File: src/rtl/mem_arbiter_if.sv
// mem_arbiter_if: CPU fetch/data request ports and the single-port RAM port
// that mem_arbiter multiplexes between them.
`default_nettype none

interface mem_arbiter_if #(
  parameter int ADDR_W = 16
);
  logic              ireq;
  logic [31:0]       iaddr;
  logic              iack;
  logic [31:0]       irdata;
  logic              dreq;
  logic [3:0]        dwe;
  logic [31:0]       daddr;
  logic [31:0]       dwdata;
  logic              dack;
  logic [31:0]       drdata;
  logic              busy;
  logic              mem_ce;
  logic [3:0]        mem_we;
  logic [ADDR_W-1:0] mem_addr;
  logic [31:0]       mem_din;
  logic [31:0]       mem_dout;

  modport slave (
    input  ireq, iaddr, dreq, dwe, daddr, dwdata, mem_dout,
    output iack, irdata, dack, drdata, busy, mem_ce, mem_we, mem_addr, mem_din
  );

  modport master (
    output ireq, iaddr, dreq, dwe, daddr, dwdata, mem_dout,
    input  iack, irdata, dack, drdata, busy, mem_ce, mem_we, mem_addr, mem_din
  );
endinterface

`default_nettype wire

File: src/rtl/mem_arbiter.sv
// mem_arbiter: round-robin sharing of one synchronous word RAM between the
// instruction-fetch and data ports; ISSUE/WAIT/RESP per access, all outputs registered.
`default_nettype none

module mem_arbiter #(
  parameter int ADDR_W = 16
) (
  input  wire logic    clk,
  input  wire logic    rst_n,
  mem_arbiter_if.slave bus
);

  typedef enum logic [1:0] {
    S_IDLE  = 2'd0,
    S_ISSUE = 2'd1,
    S_WAIT  = 2'd2,
    S_RESP  = 2'd3
  } state_t;

  state_t r_state;
  logic   r_last_d;   // last granted port (1 = D); also the port being served
  logic   r_wr;       // served access is a D-port write

  logic   w_ipend;
  logic   w_dpend;
  logic   w_arb;
  logic   w_grant;
  logic   w_pick_d;
  logic   w_unused;

  // In RESP the port being acked still shows its old req, so mask it out.
  always_comb begin
    w_arb    = (r_state == S_IDLE) || (r_state == S_RESP);
    w_ipend  = bus.ireq && !((r_state == S_RESP) && !r_last_d);
    w_dpend  = bus.dreq && !((r_state == S_RESP) &&  r_last_d);
    w_grant  = w_arb && (w_ipend || w_dpend);
    w_pick_d = w_dpend && (!w_ipend || !r_last_d);
  end

  assign w_unused = ^{bus.iaddr[1:0], bus.iaddr[31:ADDR_W+2],
                      bus.daddr[1:0], bus.daddr[31:ADDR_W+2]};

  always_ff @(posedge clk) begin
    if (!rst_n) begin
      r_state      <= S_IDLE;
      r_last_d     <= 1'b0;
      r_wr         <= 1'b0;
      bus.iack     <= 1'b0;
      bus.dack     <= 1'b0;
      bus.irdata   <= '0;
      bus.drdata   <= '0;
      bus.busy     <= 1'b0;
      bus.mem_ce   <= 1'b0;
      bus.mem_we   <= '0;
      bus.mem_addr <= '0;
      bus.mem_din  <= '0;
    end else begin
      bus.iack   <= 1'b0;
      bus.dack   <= 1'b0;
      bus.mem_ce <= 1'b0;
      bus.mem_we <= '0;

      case (r_state)
        S_IDLE, S_RESP: begin
          if (w_grant) begin
            r_state    <= S_ISSUE;
            bus.busy   <= 1'b1;
            r_last_d   <= w_pick_d;
            r_wr       <= w_pick_d && (|bus.dwe);
            bus.mem_ce <= 1'b1;
            if (w_pick_d) begin
              bus.mem_we   <= bus.dwe;
              bus.mem_addr <= bus.daddr[ADDR_W+1:2];
              bus.mem_din  <= bus.dwdata;
            end else begin
              bus.mem_addr <= bus.iaddr[ADDR_W+1:2];
              bus.mem_din  <= '0;
            end
          end else begin
            r_state  <= S_IDLE;
            bus.busy <= 1'b0;
          end
        end

        S_ISSUE: begin
          r_state <= S_WAIT;
        end

        S_WAIT: begin
          r_state <= S_RESP;
          if (r_last_d) begin
            if (!r_wr) begin
              bus.drdata <= bus.mem_dout;
            end
            bus.dack <= 1'b1;
          end else begin
            bus.irdata <= bus.mem_dout;
            bus.iack   <= 1'b1;
          end
        end

        default: begin
          r_state <= S_IDLE;
        end
      endcase
    end
  end

endmodule

`default_nettype wire

File: src/flat_wrapper.sv
// flat-port wrapper written by rule: the top's interface ports become plain ports
module mem_arbiter_flat 
#(
  parameter int ADDR_W = 16
)
  (clk, rst_n, bus_ireq, bus_iaddr, bus_dreq, bus_dwe, bus_daddr, bus_dwdata, bus_mem_dout, bus_iack, bus_irdata, bus_dack, bus_drdata, bus_busy, bus_mem_ce, bus_mem_we, bus_mem_addr, bus_mem_din);
  mem_arbiter_if #(.ADDR_W(ADDR_W)) bus_i ();
  input  wire logic clk;
  input  wire logic rst_n;
  input wire logic [$bits(bus_i.ireq)-1:0] bus_ireq;
  input wire logic [$bits(bus_i.iaddr)-1:0] bus_iaddr;
  input wire logic [$bits(bus_i.dreq)-1:0] bus_dreq;
  input wire logic [$bits(bus_i.dwe)-1:0] bus_dwe;
  input wire logic [$bits(bus_i.daddr)-1:0] bus_daddr;
  input wire logic [$bits(bus_i.dwdata)-1:0] bus_dwdata;
  input wire logic [$bits(bus_i.mem_dout)-1:0] bus_mem_dout;
  output wire logic [$bits(bus_i.iack)-1:0] bus_iack;
  output wire logic [$bits(bus_i.irdata)-1:0] bus_irdata;
  output wire logic [$bits(bus_i.dack)-1:0] bus_dack;
  output wire logic [$bits(bus_i.drdata)-1:0] bus_drdata;
  output wire logic [$bits(bus_i.busy)-1:0] bus_busy;
  output wire logic [$bits(bus_i.mem_ce)-1:0] bus_mem_ce;
  output wire logic [$bits(bus_i.mem_we)-1:0] bus_mem_we;
  output wire logic [$bits(bus_i.mem_addr)-1:0] bus_mem_addr;
  output wire logic [$bits(bus_i.mem_din)-1:0] bus_mem_din;
  assign bus_i.ireq = bus_ireq;
  assign bus_i.iaddr = bus_iaddr;
  assign bus_i.dreq = bus_dreq;
  assign bus_i.dwe = bus_dwe;
  assign bus_i.daddr = bus_daddr;
  assign bus_i.dwdata = bus_dwdata;
  assign bus_i.mem_dout = bus_mem_dout;
  assign bus_iack = bus_i.iack;
  assign bus_irdata = bus_i.irdata;
  assign bus_dack = bus_i.dack;
  assign bus_drdata = bus_i.drdata;
  assign bus_busy = bus_i.busy;
  assign bus_mem_ce = bus_i.mem_ce;
  assign bus_mem_we = bus_i.mem_we;
  assign bus_mem_addr = bus_i.mem_addr;
  assign bus_mem_din = bus_i.mem_din;
  mem_arbiter #(.ADDR_W(ADDR_W)) u_core (.clk(clk), .rst_n(rst_n), .bus(bus_i));
endmodule
File: config.mk
export PLATFORM = sky130hd
export DESIGN_NAME = mem_arbiter_flat
export DESIGN_NICKNAME = d
export VERILOG_FILES = /design/src/rtl/mem_arbiter_if.sv /design/src/rtl/mem_arbiter.sv /design/src/flat_wrapper.sv
export SDC_FILE = /design/constraint.sdc
export NUM_CORES = 1
export LEC_CHECK = 0
export BUFFER_PORTS_ARGS = -buffer_cell sky130_fd_sc_hd__buf_2
export CAP_MARGIN = 20
export CORE_MARGIN = 2
export CORE_UTILIZATION = 44
export DETAILED_ROUTE_END_ITERATION = 7
export GPL_ROUTABILITY_DRIVEN = 0
export PLACE_DENSITY = 0.92
export SYNTH_ARGS = -nofsm -noshare
export SYNTH_HDL_FRONTEND = slang
export SYNTH_SLANG_ARGS = --single-unit
export TNS_END_PERCENT = 100
File: constraint.sdc
create_clock -name clk -period 2.5 [get_ports clk]
set_clock_uncertainty 0.15 [all_clocks]
set_input_delay 0.375 -clock clk [delete_from_list [all_inputs] [get_ports clk]]
set_output_delay 0.375 -clock clk [all_outputs]
set_load 0.02 [all_outputs]
==> results.ini <==
[timing]
fmax_ghz=0.407
worst-slew-pin-transition_ns=0.905
relSlewSlack=0.396
worst_slack_ns=0.0459
rsz0062_at_grt=true
timing.final.crit_share=0.982
drv_slew=0
timing_hold_violations_final=0
setup_violations=0
min_period_ns=2.45
finalSetupTns_ns=0

[placement]
portBuffers=223
place_area_sq_mm=0.00560
dpl_worst_slack_ns=0.312
post-dp-hpwl_mm=8.46

[clocking]
clock_path_buffers=2
clockRootBuffer=clkbuf_8
clock_latency_ns=0.50
clk_pin_slew_ns=0.06
cts.sinks=124
numCtsBuffers=17
htree_levels=4
cts_tree=done

[route]
wl_per_cell_um=16.9
drt_iter0_drc=332
drtPass1Iterations=5
ant_nets=0
wl_mm=16.0
drc=0
vias=4956
via_per_inst=5.25

[worst_setup_path]
cp.required_ns=2.79
crit_type=flop to flop
cpMaxStageDelayCell=dlygate4sd3_1
cpPeakStageDelay_ns=0.60
crit_chain=inv_1 -> ha_2 -> a21boi_4 -> buf_6 -> a21oi_1 -> a311oi_2 -> dlygate4sd3_1
timing.critical_path.from=u_core.r_state[0]
rrSetupSlack_ns=0.05
r2r.worst_path.cells=7
path_max_fanout=16
endpoint_kind=flop
arrival_ns=2.75
r2r_end=u_core.bus.mem_addr[0]
startpoint_type=flop
worstReg2RegStart=u_core.r_state[0]

[yosys]
synthArstFlopShare=0
synth.yosys.seq_area_share=0.560
synthTopCellsByCount=147 x nand2_1, 124 x dfxtp_1, 80 x a21oi_1, 32 x a22o_1, 17 x clkbuf_1
synthTopCellsByArea=dfxtp_1 56%, nand2_1 12%, a21oi_1 9.0%
syn_area_per_cell_sq_um=9.07
synthDistinctLibCells=34
yosysMostFrequentCell=nand2_1
synth_area_leader_cell=dfxtp_1
ys.flop_type=dfxtp_1
ys_warn_count=0
ys_ff_latch=124
synth_area_sq_mm=0.00444
synth_nets=627
synth_edf_count=0
synth_cells=489
synth_top_area_share=0.560

[floorplan]
die_y_um=104
start_util=0.454
die_x_um=104
top_level_ports=256
rows=36
core-area_sq_mm=0.00977
dieArea_sq_mm=0.0109

[pwr]
p_leak_nw=3.34
peakVddDrop_mv=0.809
power_density_mw_per_mm2=1130

[global_route]
grt_pass1_wl_mm=24.8
met2_usage=0.505
track_usage=0.285
top_usage_layer=met2
met1_usage=0.294
overflow=0
antenna_found_initial=1
first_global_vias=5029
grt_max_degree=85
gr-usage-met3=0.0840

[layout]
drive_gt1_frac=0.351
final_nets=936
fillers=666
design_area_sq_mm=0.00719
synthToLayoutAreaGrowth_pct=62.1

[min_path]
whs_path_depth=3
min_to=u_core.bus.mem_addr[10]
min-delay-start=bus_daddr[12]
hold_path_class=primary input to flop

[flow_run]
drv_cap=0

[status]
status=completed

==> routing by layer <==
metal | wire length [um] | up-vias
li1 | - | 2298
met1 | 5880 | 2325
met2 | 8250 | 264
met3 | 1160 | 69
met4 | 701 | 0
met5 | 0 | -
==> metrics by stage <==
stage	util	hold slack (ns)	power (mW)	std cells
5_1_grt	0.736	0.0127	8.43	944
6_report	0.736	0.0176	8.09	944
2_1_floorplan	-	0.298	4.37	489
4_1_cts	0.728	0.000775	7.80	938
3_5_place_dp	0.573	0.293	5.11	815
3_3_place_gp	0.573	0.289	5.05	815
==> area by class of cell <==
type | count | area (sq um) | area share
Timing Repair Buffer | 327 | 2160 | 0.300
Clock buffer | 19 | 422 | 0.0586
Sequential cell | 124 | 2480 | 0.345
Multi-Input combinational cell | 325 | 1780 | 0.247
Clock inverter | 12 | 171 | 0.0238
Antenna cell | 1 | 2.50 | 0.000348
Inverter | 3 | 11.3 | 0.00157
Tap cell | 133 | 166 | 0.0231
==> where the power goes <==
group / switching [mW] / internal, mW
Clock: 0.875 / 1.61
Sequential: 0.286 / 2.43
Combinational: 1.74 / 1.15
==> logic make-up after synthesis <==
family,count (synthesis),synth area share
flops,124,0.560
compound gates,139,0.216
buf+inv,41,0.0468
simple gates,183,0.172
fa+ha+maj,2,0.00564
==> timing repair <==
item | 4_1_cts | 5_1_grt
hold buffers | 92 | 0
hold endpoints to repair | 113 | 0
setup buffers | 0 | 4
resized for setup | 0 | 5
setup endpoints to repair | 0 | 11
==> sequential cells by signal (all words and copies together) (netlist names) <==
name,flops
u_core.bus.drdata,32
u_core.bus.mem_addr,16
u_core.bus.busy,1
u_core.bus.dack,1
u_core.bus.mem_we,4
u_core.bus.iack,1
u_core.r_wr,1
u_core.r_last_d,1
u_core.bus.irdata,32
u_core.bus.mem_din,32
u_core.bus.mem_ce,1
u_core.r_state,2
==> placed cells by master, fill, tap and decap left out, types with 3 or more instances in the layout <==
master         count
buf_2            223
a21oi_1           80
nand2_1          147
a311oi_1          14
and2_1             4
dfxtp_1          124
nand3_1           16
nor2_1             3
clkinv_2           5
dlygate4sd3_1     92
bufinv_16          4
clkbuf_16         16
buf_4              9
a22o_1            32
==> worst max-delay path: cells and delay by family (launching register included) <==
family | cells | cell delay, ns
AO/OA/AOI/OAI | 3 | 0.67
flip-flops | 1 | 0.34
adder cells (fa/ha/maj) | 1 | 0.38
buffers and inverters | 3 | 0.85
==> worst max-delay path by stage <==
stage	endpoint	slack (ns)	cells after the start
6_report	u_core.bus.mem_addr[0]	0.05	7
5_1_grt	u_core.bus.mem_addr[0]	-0.02	7
4_1_cts	u_core.bus.mem_addr[7]	0.06	6
3_5_place_dp	u_core.bus.mem_din[28]	0.31	5
3_3_place_gp	u_core.bus.mem_din[1]	0.37	5
2_1_floorplan	u_core.r_wr	0.78	5
Power figures use the tool's default switching activity.
